## src/rtl/mem_access_ctrl_pkg.sv

```systemverilog
// mem_access_ctrl_pkg: load/store type encodings, FSM states and alignment helper
// shared by the data-memory access controller.
package mem_access_ctrl_pkg;

   typedef enum logic [3:0] {
      Type_LW  = 4'd0,
      Type_LB  = 4'd1,
      Type_LBU = 4'd2,
      Type_LH  = 4'd3,
      Type_LHU = 4'd4,
      Type_LWL = 4'd5,
      Type_LWR = 4'd6,
      Type_SW  = 4'd7,
      Type_SH  = 4'd8,
      Type_SB  = 4'd9
   } mem_type_e;

   typedef enum logic [1:0] {
      IDLE = 2'd0,
      REQ  = 2'd1,
      DONE = 2'd2
   } mem_state_e;

   function automatic logic is_half(input logic [3:0] t);
      return t == Type_LH || t == Type_LHU || t == Type_SH;
   endfunction

   function automatic logic is_byte(input logic [3:0] t);
      return t == Type_LB || t == Type_LBU || t == Type_SB;
   endfunction

   // Unknown encodings fall into the word class, matching the byte-enable decode.
   function automatic logic misaligned(input logic [3:0] t, input logic [1:0] a);
      return is_half(t) ? a[0] :
             (is_byte(t) || t == Type_LWL || t == Type_LWR) ? 1'b0 : (a != 2'b00);
   endfunction

endpackage

```

## src/rtl/mem_access_ctrl_byte_enable_gen.sv

```systemverilog
// mem_byte_enable_gen: decodes access type and low address bits into byte-lane
// enables and lane-replicated store data.
module mem_byte_enable_gen
   import mem_access_ctrl_pkg::*;
(
   input  logic [3:0]  type_i,
   input  logic [1:0]  addr_i,
   input  logic [31:0] wdata_i,
   output logic [3:0]  be_o,
   output logic [31:0] wdata_o
);

   assign be_o = is_half(type_i)    ? (addr_i[1] ? 4'b1100 : 4'b0011) :
                 is_byte(type_i)    ? (4'b0001 << addr_i) :
                 type_i == Type_LWL ? 4'b1100 :
                 type_i == Type_LWR ? 4'b0011 : 4'b1111;

   assign wdata_o = type_i == Type_SB ? {4{wdata_i[7:0]}} :
                    type_i == Type_SH ? {2{wdata_i[15:0]}} : wdata_i;

endmodule

```

## src/rtl/mem_access_ctrl.sv

```systemverilog
// mem_access_ctrl: sequences MEM-stage loads/stores onto a variable-latency memory port,
// stalling until ack or timeout. Optional misalignment trap under ALIGN_CHECK_EN.
module mem_access_ctrl #(
   parameter int MAX_WAIT = 15,
   parameter int CNT_W    = 8
) (
   input  logic        clk,
   input  logic        rst,
   input  logic        ex_req_valid,
   input  logic        ex_req_we,
   input  logic [31:0] ex_addr,
   input  logic [31:0] ex_wdata,
   input  logic [3:0]  ex_type,
   output logic        stall,
   output logic        dm_req,
   output logic        dm_we,
   output logic [31:0] dm_addr,
   output logic [3:0]  dm_be,
   output logic [31:0] dm_wdata,
   input  logic        dm_ack,
   input  logic [31:0] dm_rdata,
   output logic        wb_valid,
   output logic [31:0] wb_read_data,
   output logic [1:0]  wb_select_word,
   output logic [3:0]  wb_load_type,
   output logic        timeout,
   output logic        addr_err
);
   import mem_access_ctrl_pkg::*;

   mem_state_e        st_q, st_d;
   logic [31:0]       addr_q, addr_d, wdata_q, wdata_d, rdata_q, rdata_d;
   logic [3:0]        type_q, type_d, wtype_q, wtype_d;
   logic [1:0]        sel_q, sel_d;
   logic              we_q, we_d, to_q, to_d, aerr_q, aerr_d;
   logic [CNT_W-1:0]  cnt_q, cnt_d, cnt_inc;
   logic [3:0]        be;
   logic [31:0]       rep_wdata;
   logic              mis;

`ifdef ALIGN_CHECK_EN
   assign mis      = misaligned(ex_type, ex_addr[1:0]);
   assign addr_err = st_q == DONE && aerr_q;
`else
   assign mis      = 1'b0;
   assign addr_err = 1'b0;
`endif

   mem_byte_enable_gen u_be (
      .type_i  (type_q),
      .addr_i  (addr_q[1:0]),
      .wdata_i (wdata_q),
      .be_o    (be),
      .wdata_o (rep_wdata)
   );

   assign cnt_inc  = cnt_q + 1'b1;
   assign dm_req   = st_q == REQ;
   assign dm_we    = dm_req && we_q;
   assign dm_addr  = dm_req ? {addr_q[31:2], 2'b00} : 32'd0;
   assign dm_be    = dm_req ? be : 4'd0;
   assign dm_wdata = dm_we ? rep_wdata : 32'd0;
   assign wb_valid = st_q == DONE && !to_q && !aerr_q;
   assign timeout  = st_q == DONE && to_q;
   assign wb_read_data   = rdata_q;
   assign wb_select_word = sel_q;
   assign wb_load_type   = wtype_q;

   always_comb begin
      st_d    = st_q;
      addr_d  = addr_q;
      wdata_d = wdata_q;
      type_d  = type_q;
      we_d    = we_q;
      cnt_d   = cnt_q;
      to_d    = to_q;
      aerr_d  = aerr_q;
      rdata_d = rdata_q;
      sel_d   = sel_q;
      wtype_d = wtype_q;
      stall   = 1'b0;
      case (st_q)
         IDLE: begin
            cnt_d  = '0;
            to_d   = 1'b0;
            aerr_d = 1'b0;
            if (ex_req_valid) begin
               stall   = 1'b1;
               addr_d  = ex_addr;
               wdata_d = ex_wdata;
               type_d  = ex_type;
               we_d    = ex_req_we;
               aerr_d  = mis;
               st_d    = mis ? DONE : REQ;
               rdata_d = mis ? 32'd0 : rdata_q;
               sel_d   = mis ? ex_addr[1:0] : sel_q;
               wtype_d = mis ? ex_type : wtype_q;
            end
         end
         REQ: begin
            stall = 1'b1;
            if (dm_ack) begin
               st_d    = DONE;
               rdata_d = we_q ? 32'd0 : dm_rdata;
               sel_d   = addr_q[1:0];
               wtype_d = type_q;
            end else begin
               cnt_d = cnt_inc;
               if (cnt_inc == CNT_W'(MAX_WAIT)) begin
                  st_d    = DONE;
                  to_d    = 1'b1;
                  rdata_d = 32'd0;
                  sel_d   = addr_q[1:0];
                  wtype_d = type_q;
               end
            end
         end
         DONE: begin
            cnt_d = '0;
            st_d  = IDLE;
         end
         default: st_d = IDLE;
      endcase
   end

   always_ff @(posedge clk or posedge rst) begin
      if (rst) begin
         st_q    <= IDLE;
         addr_q  <= '0;
         wdata_q <= '0;
         type_q  <= '0;
         we_q    <= 1'b0;
         cnt_q   <= '0;
         to_q    <= 1'b0;
         aerr_q  <= 1'b0;
         rdata_q <= '0;
         sel_q   <= '0;
         wtype_q <= '0;
      end else begin
         st_q    <= st_d;
         addr_q  <= addr_d;
         wdata_q <= wdata_d;
         type_q  <= type_d;
         we_q    <= we_d;
         cnt_q   <= cnt_d;
         to_q    <= to_d;
         aerr_q  <= aerr_d;
         rdata_q <= rdata_d;
         sel_q   <= sel_d;
         wtype_q <= wtype_d;
      end
   end

endmodule

```

## config.mk

```make
export PLATFORM = sky130hd
export DESIGN_NAME = mem_access_ctrl
export DESIGN_NICKNAME = d
export VERILOG_FILES = /design/src/rtl/mem_access_ctrl_pkg.sv /design/src/rtl/mem_access_ctrl_byte_enable_gen.sv /design/src/rtl/mem_access_ctrl.sv
export SDC_FILE = /design/constraint.sdc
export NUM_CORES = 1
export LEC_CHECK = 0
export ABC_CLOCK_PERIOD_IN_PS = 3900
export CAP_MARGIN = 20
export CELL_PAD_IN_SITES_DETAIL_PLACEMENT = 0
export CELL_PAD_IN_SITES_GLOBAL_PLACEMENT = 2
export CORE_MARGIN = 4
export CORE_UTILIZATION = 24
export CTS_CLUSTER_DIAMETER = 30
export DETAILED_ROUTE_END_ITERATION = 12
export HOLD_SLACK_MARGIN = 0.12
export PLACE_DENSITY = 0.74
export SKIP_CTS_REPAIR_TIMING = 1
export SYNTH_ARGS = -nofsm -noshare
export SYNTH_HDL_FRONTEND = slang
export SYNTH_SLANG_ARGS = --single-unit
```

## constraint.sdc

```tcl
create_clock -name clk -period 3.9 [get_ports clk]
set_input_delay 0.78 -clock clk [delete_from_list [all_inputs] [get_ports clk]]
set_output_delay 0.78 -clock clk [all_outputs]
set_load 0.005 [all_outputs]
```

Word-level counts from Yosys, hierarchy flattened
Index checks and enable logic that the tools add are counted.

Add/subtract/negate cells: 1. $mul: 0. Div/mod/pow operators: 0. Order comparisons: 0. Eq/ne operators: 15. Shift-type cells: 1. Multiplexer cells: 28. Bitwise logic cells: 0. Reduce and logical (&&, ||, !) cells: 18.

Operators with widths (number): 2-to-1 mux 32 bit (7); 2-to-1 mux 4 bit (8); one-hot mux 8 bit (2 select lines) (1); equality test 4 x 3 -> 1 bit (second input constant) (3); 2-to-1 mux 2 bit (5); adder 8 x 1 -> 8 bit (second input constant) (1); equality test 4 x 2 -> 1 bit (second input constant) (2); equality test 4 bit (second input constant) (2); equality test 8 x 4 -> 1 bit (second input constant) (1); 2-to-1 mux 8 bit (1); AND reduction 2 bit (4); nonzero test 2 bit (3); equality test 4 x 1 -> 1 bit (second input constant) (1); logical OR 1 bit (4); inequality test 2 bit (second input constant) (2); one-hot mux 1 bit (2 select lines) (2); one-hot mux 2 bit (2 select lines) (1); left shift 1 x 2 -> 4 bit (first input constant) (1); logical AND 1 bit (3); 2-to-1 mux 1 bit (3); inequality test 3 x 1 -> 1 bit (second input constant) (1); AND reduction 3 bit (1); equality test 2 x 1 -> 1 bit (second input constant) (1); equality test 2 bit (second input constant) (1); other kinds (4) (4).

Bits in registers: 118. Bits in latches: 0. Memory bits (writable): 0. Memory bits (read-only): 0. Input bits: 105. Output and inout bits: 112. Word-level logic and storage cells: 73. Memories: 0.

Logic depth before layout (Yosys ltp)
Depth after elaboration: 6. Mapped depth: 7.

Hierarchy
From an unflattened synthesis, not the netlist that was laid out.

Cell total of the unflattened synthesis: 531. Area total of the unflattened synthesis: 6217.2 sq um.

By module, submodules not included: mem_access_ctrl (times used 1, cells an instance 460, area each 5672.9 sq um, seq. area each 2952.8 sq um); mem_byte_enable_gen (times used 1, cells an instance 71, area each 544.3 sq um, seq. area each 0.0 sq um).

Least setup slack after synthesis
No wires, ideal clock.

Kind: register -> output. Start: reg type_q[1]. End: out dm_wdata[27]. Data arrival time: 1.388 ns. Slack: 1.732 ns. Cell stages (with the launch flop): 6. Buffers on the path: 2. Cells stage by stage: dfrtp_1 buf_2 nor3b_2 buf_2 nor2_1 a211oi_1.

Longest elaborated chain between the ends: 4. Elaborated cells between the ends (all ways): 5. Those cells by class: 2 x eq/ne; 3 x mux.

RTL lines: from (decl) (line mem_access_ctrl.sv:33) `logic [3:0] type_q, type_d, wtype_q, wtype_d;`; from (signal assigned) (line mem_access_ctrl.sv:143) `type_q <= type_d;`; equality test 4 bit (line mem_access_ctrl_byte_enable_gen.sv:19) `type_i == Type_SH ? {2{wdata_i[15:0]}} : wdata_i;`; 2-to-1 mux 32 bit (line mem_access_ctrl_byte_enable_gen.sv:19); 2-to-1 mux 32 bit (*) (line mem_access_ctrl_byte_enable_gen.sv:18) `assign wdata_o = type_i == Type_SB ? {4{wdata_i[7:0]}} :`; 2-to-1 mux 32 bit (*) (line mem_access_ctrl.sv:62) `assign dm_wdata = dm_we ? rep_wdata : 32'd0;`; to (decl) (line mem_access_ctrl.sv:19) `output logic [31:0] dm_wdata,`.

Mark *: on every way between the ends. The rest lies on a longest branch, timed or not.

Final worst setup path
Start: reg type_q[0]. End: out dm_be[1].

Longest elaborated chain between the ends: 6. Elaborated cells between the ends (all ways): 15. Those cells by class: 7 x eq/ne; 4 x mux; 4 x reduce/logical.

RTL lines: equality test 4 x 1 -> 1 bit / equality test 4 x 2 -> 1 bit (equally long branches) (line mem_access_ctrl_pkg.sv:29) `return t == Type_LB || t == Type_LBU || t == Type_SB;`; logical OR 1 bit (2 in a row) (line mem_access_ctrl_pkg.sv:29); 2-to-1 mux 4 bit (line mem_access_ctrl_byte_enable_gen.sv:14) `is_byte(type_i) ? (4'b0001 << addr_i) :`; 2-to-1 mux 4 bit (*) (line mem_access_ctrl_byte_enable_gen.sv:13) `assign be_o = is_half(type_i) ? (addr_i[1] ? 4'b1100 : 4'b0011) :`; 2-to-1 mux 4 bit (*) (line mem_access_ctrl.sv:61) `assign dm_be = dm_req ? be : 4'd0;`; to (decl) (line mem_access_ctrl.sv:18) `output logic [3:0] dm_be,`.

Marks and branches as above.

==> flow_summary_export.csv <==
group,metric,value,unit
run_status,outcome,"finished, final reports clean",
clocking,clock_insertion_delay_worst_skew,0.41,ns
setup_path,start_kind,"flop",
layout,most-common-layout-cells,"213 x clkdlybuf4s50_1, 118 x dfrtp_1, 68 x mux2_1",
die,placementRows,55,
timing,final_period_minus_worst_setup_slack,3.51,ns
power,power.leakage,0.00354,uW
global_routing,vias_in_the_first_global_route,4703,
yosys,synthDominantCellAreaShare,0.539,
clocking,tritoncts_num_sinks,118,
yosys,yosysSeqAreaShare,0.539,
global_routing,use_met1,0.173,
yosys,synth_area_per_cell,12.2,um2
clocking,clock_path_buffers,2,
timing,setup_violations,0,
setup_path,cp.arrival,2.73,ns
timing,fmaxAchievable,285,MHz
die,num_io_pins,217,
placed_design,finalWeightedCongestion,0.906,
power,vdd_ir_drop_max,0.261,mV
yosys,synth_warnings,0,
die,die_area,25300,um2
timing,fin_hold_ws,0.477,ns
detailed_routing,ant_nets,0,
timing,final_max_slew_viol_count,0,
yosys,syn-cell-area,5480,um2
setup_path,crit_required,3.12,ns
clocking,numCtsBuffers,17,
die,initial_utilization,0.243,
clocking,tritoncts_clock_tree,"done",
die,die_h,159,um
setup_path,timing_worst_setup_path_type,"reg2out",
timing,worst-slew-pin-transition,1.05,ns
yosys,ys_top_cells_by_area,"dfrtp_1 54%, mux2_1 14%, a22o_1 5.1%",
detailed_routing,route.detailed.drc,0,
placed_design,io_buffer_count,213,
global_routing,globalRouteTotalUtil,0.137,
setup_path,critPathMaxFanout,14,
setup_path,endpoint_type_of_the_worst_setup_path,"output port",
yosys,async_flop_share,1.00,
yosys,synth_top_flop_cell,"dfrtp_1",
die,dieWidth,159,um
timing,finalClockSkew,0.00789,ns
global_routing,globalRouteMet3Util,0.0507,
layout,final_common_cell,"clkdlybuf4s50_1",
placed_design,place.detailed.hpwl,12700,um
timing,timing_hold_violations_final,0,
detailed_routing,first_pass_iters,5,
clocking,clock_pin_slew_worst_setup_and_hold_paths,0.06,ns
global_routing,grt-busiest-layer,"met2",
layout,nets,763,
yosys,cell_variety_after_synth,50,
flow_run,number_of_maximum_capacitance_violations,0,
timing,slew_headroom,0.302,
yosys,post-synth-top-area-cell,"dfrtp_1",
global_routing,first_pass_grt_wire_length,27600,um
global_routing,grt_max_degree,72,
clocking,cts-root-buf,"clkbuf_16",
timing,grt_setup_unrepaired,"false",
power,pwr_density_cell,692,nW/um2
detailed_routing,final_wl,17100,um
detailed_routing,detail_route.iter0.violations,185,
layout,area_delta_synth_final,54.0,%
yosys,postSynthCellCount,448,
yosys,synth_edf_count,0,
global_routing,global_route.usage.met2,0.217,
yosys,number_of_storage_elements_in_the_synthesis_netlist,118,
detailed_routing,vias,4234,
clocking,cts-htree-levels,4,
detailed_routing,avgRoutedWirePerCell,17.9,um
die,area_inside_the_core_boundary,22600,um2
detailed_routing,detail_route.vias_per_cell,4.43,
hold_path,min_path_type,"reg2reg",
timing,totalNegativeSetupSlack,0,ns
layout,final_layout_size_suffix_gt1_frac,0.0897,
global_routing,initial_antenna_violation_count,1,
timing,period_share,0.899,
global_routing,global_route.overflow_total,0,
## synthesized netlist by cell type, types with 3 or more instances
cell	count
and3_1	9
buf_2	15
clkbuf_1	10
nor2_1	13
buf_6	4
a22o_1	32
xnor2_1	7
and2_1	38
a21oi_1	20
a211oi_1	8
nand4_1	3
mux2_1	68
dfrtp_1	118
nand2_1	41
mux2i_1	9
buf_4	4
nand2b_1	5
mux2_4	6
## worst paths after layout
kind	slack [ns]	cells after the start	to	startpoint
worst min register to register	0.48	1	addr_q[16]	addr_q[16]
worst min-delay path	0.48	1	addr_q[16]	addr_q[16]
worst max-delay path	0.39	4	dm_be[1]	type_q[0]
worst max register to register	1.29	7	wb_read_data[26]	st_q[0]
min in group asynchronous	0.64	2	to_q	rst
max in group asynchronous	2.49	4	wdata_q[2]	rst
## per-stage QoR
step	instances	util	cell area [um2]	total power [uW]	setup slack, ns
final	956	0.374	8440	5840	0.395
after global placement	921	0.348	7850	4380	0.798
after detailed placement	921	0.348	7850	4400	0.814
after CTS	953	0.373	8410	5950	0.360
after global routing	955	0.374	8440	6230	0.161
after floorplan	450	-	5490	3100	1.68
## worst max-delay path: stages, from the launching register on
cell and delay (ns):
dfrtp_1 0.71, clkinv_1 0.35, and3_1 0.25, a2111oi_0 0.39, clkdlybuf4s50_1 0.62
## cell type report
class / instances / area, um2
Fill cell: 2240 / 14100
Sequential cell: 118 / 2950
Multi-Input combinational cell: 292 / 2310
Timing Repair Buffer: 221 / 2220
Clock buffer: 18 / 439
Tap cell: 285 / 357
Clock inverter: 14 / 128
Inverter: 6 / 28.8
Antenna cell: 2 / 5.00
## where the power goes
part | switching, uW | total [uW] | leakage, uW | internal (uW)
clock network | 594 | 1490 | 0.000269 | 897
logic | 828 | 2180 | 0.00183 | 1350
registers | 431 | 2180 | 0.00144 | 1750
total | 1850 | 5840 | 0.00354 | 3990
## kinds of logic after synthesis
kind of cell             synth area share
buffers and inverters              0.0416
flip-flops                          0.539
AO/OA/AOI/OAI                      0.0964
AND/OR/NAND/NOR                     0.127
adder cells (fa/ha/maj)           0.00457
other                            0.000684
XOR/XNOR                           0.0178
multiplexers                        0.173
## per-layer routing
layer	up-vias	part of all wire
met3	19	0.067
li1	1996	-
met5	-	0
met2	155	0.46
met4	0	0.020
met1	2064	0.45
## sequential cells by signal (all words and copies together), names as in the netlist
register        count
type_q              4
wb_select_word      2
wdata_q            32
cnt_q               8
wb_load_type        4
wb_read_data       32
to_q                1
addr_q             32
st_q                2
we_q                1
Power figures use the tool's default switching activity.
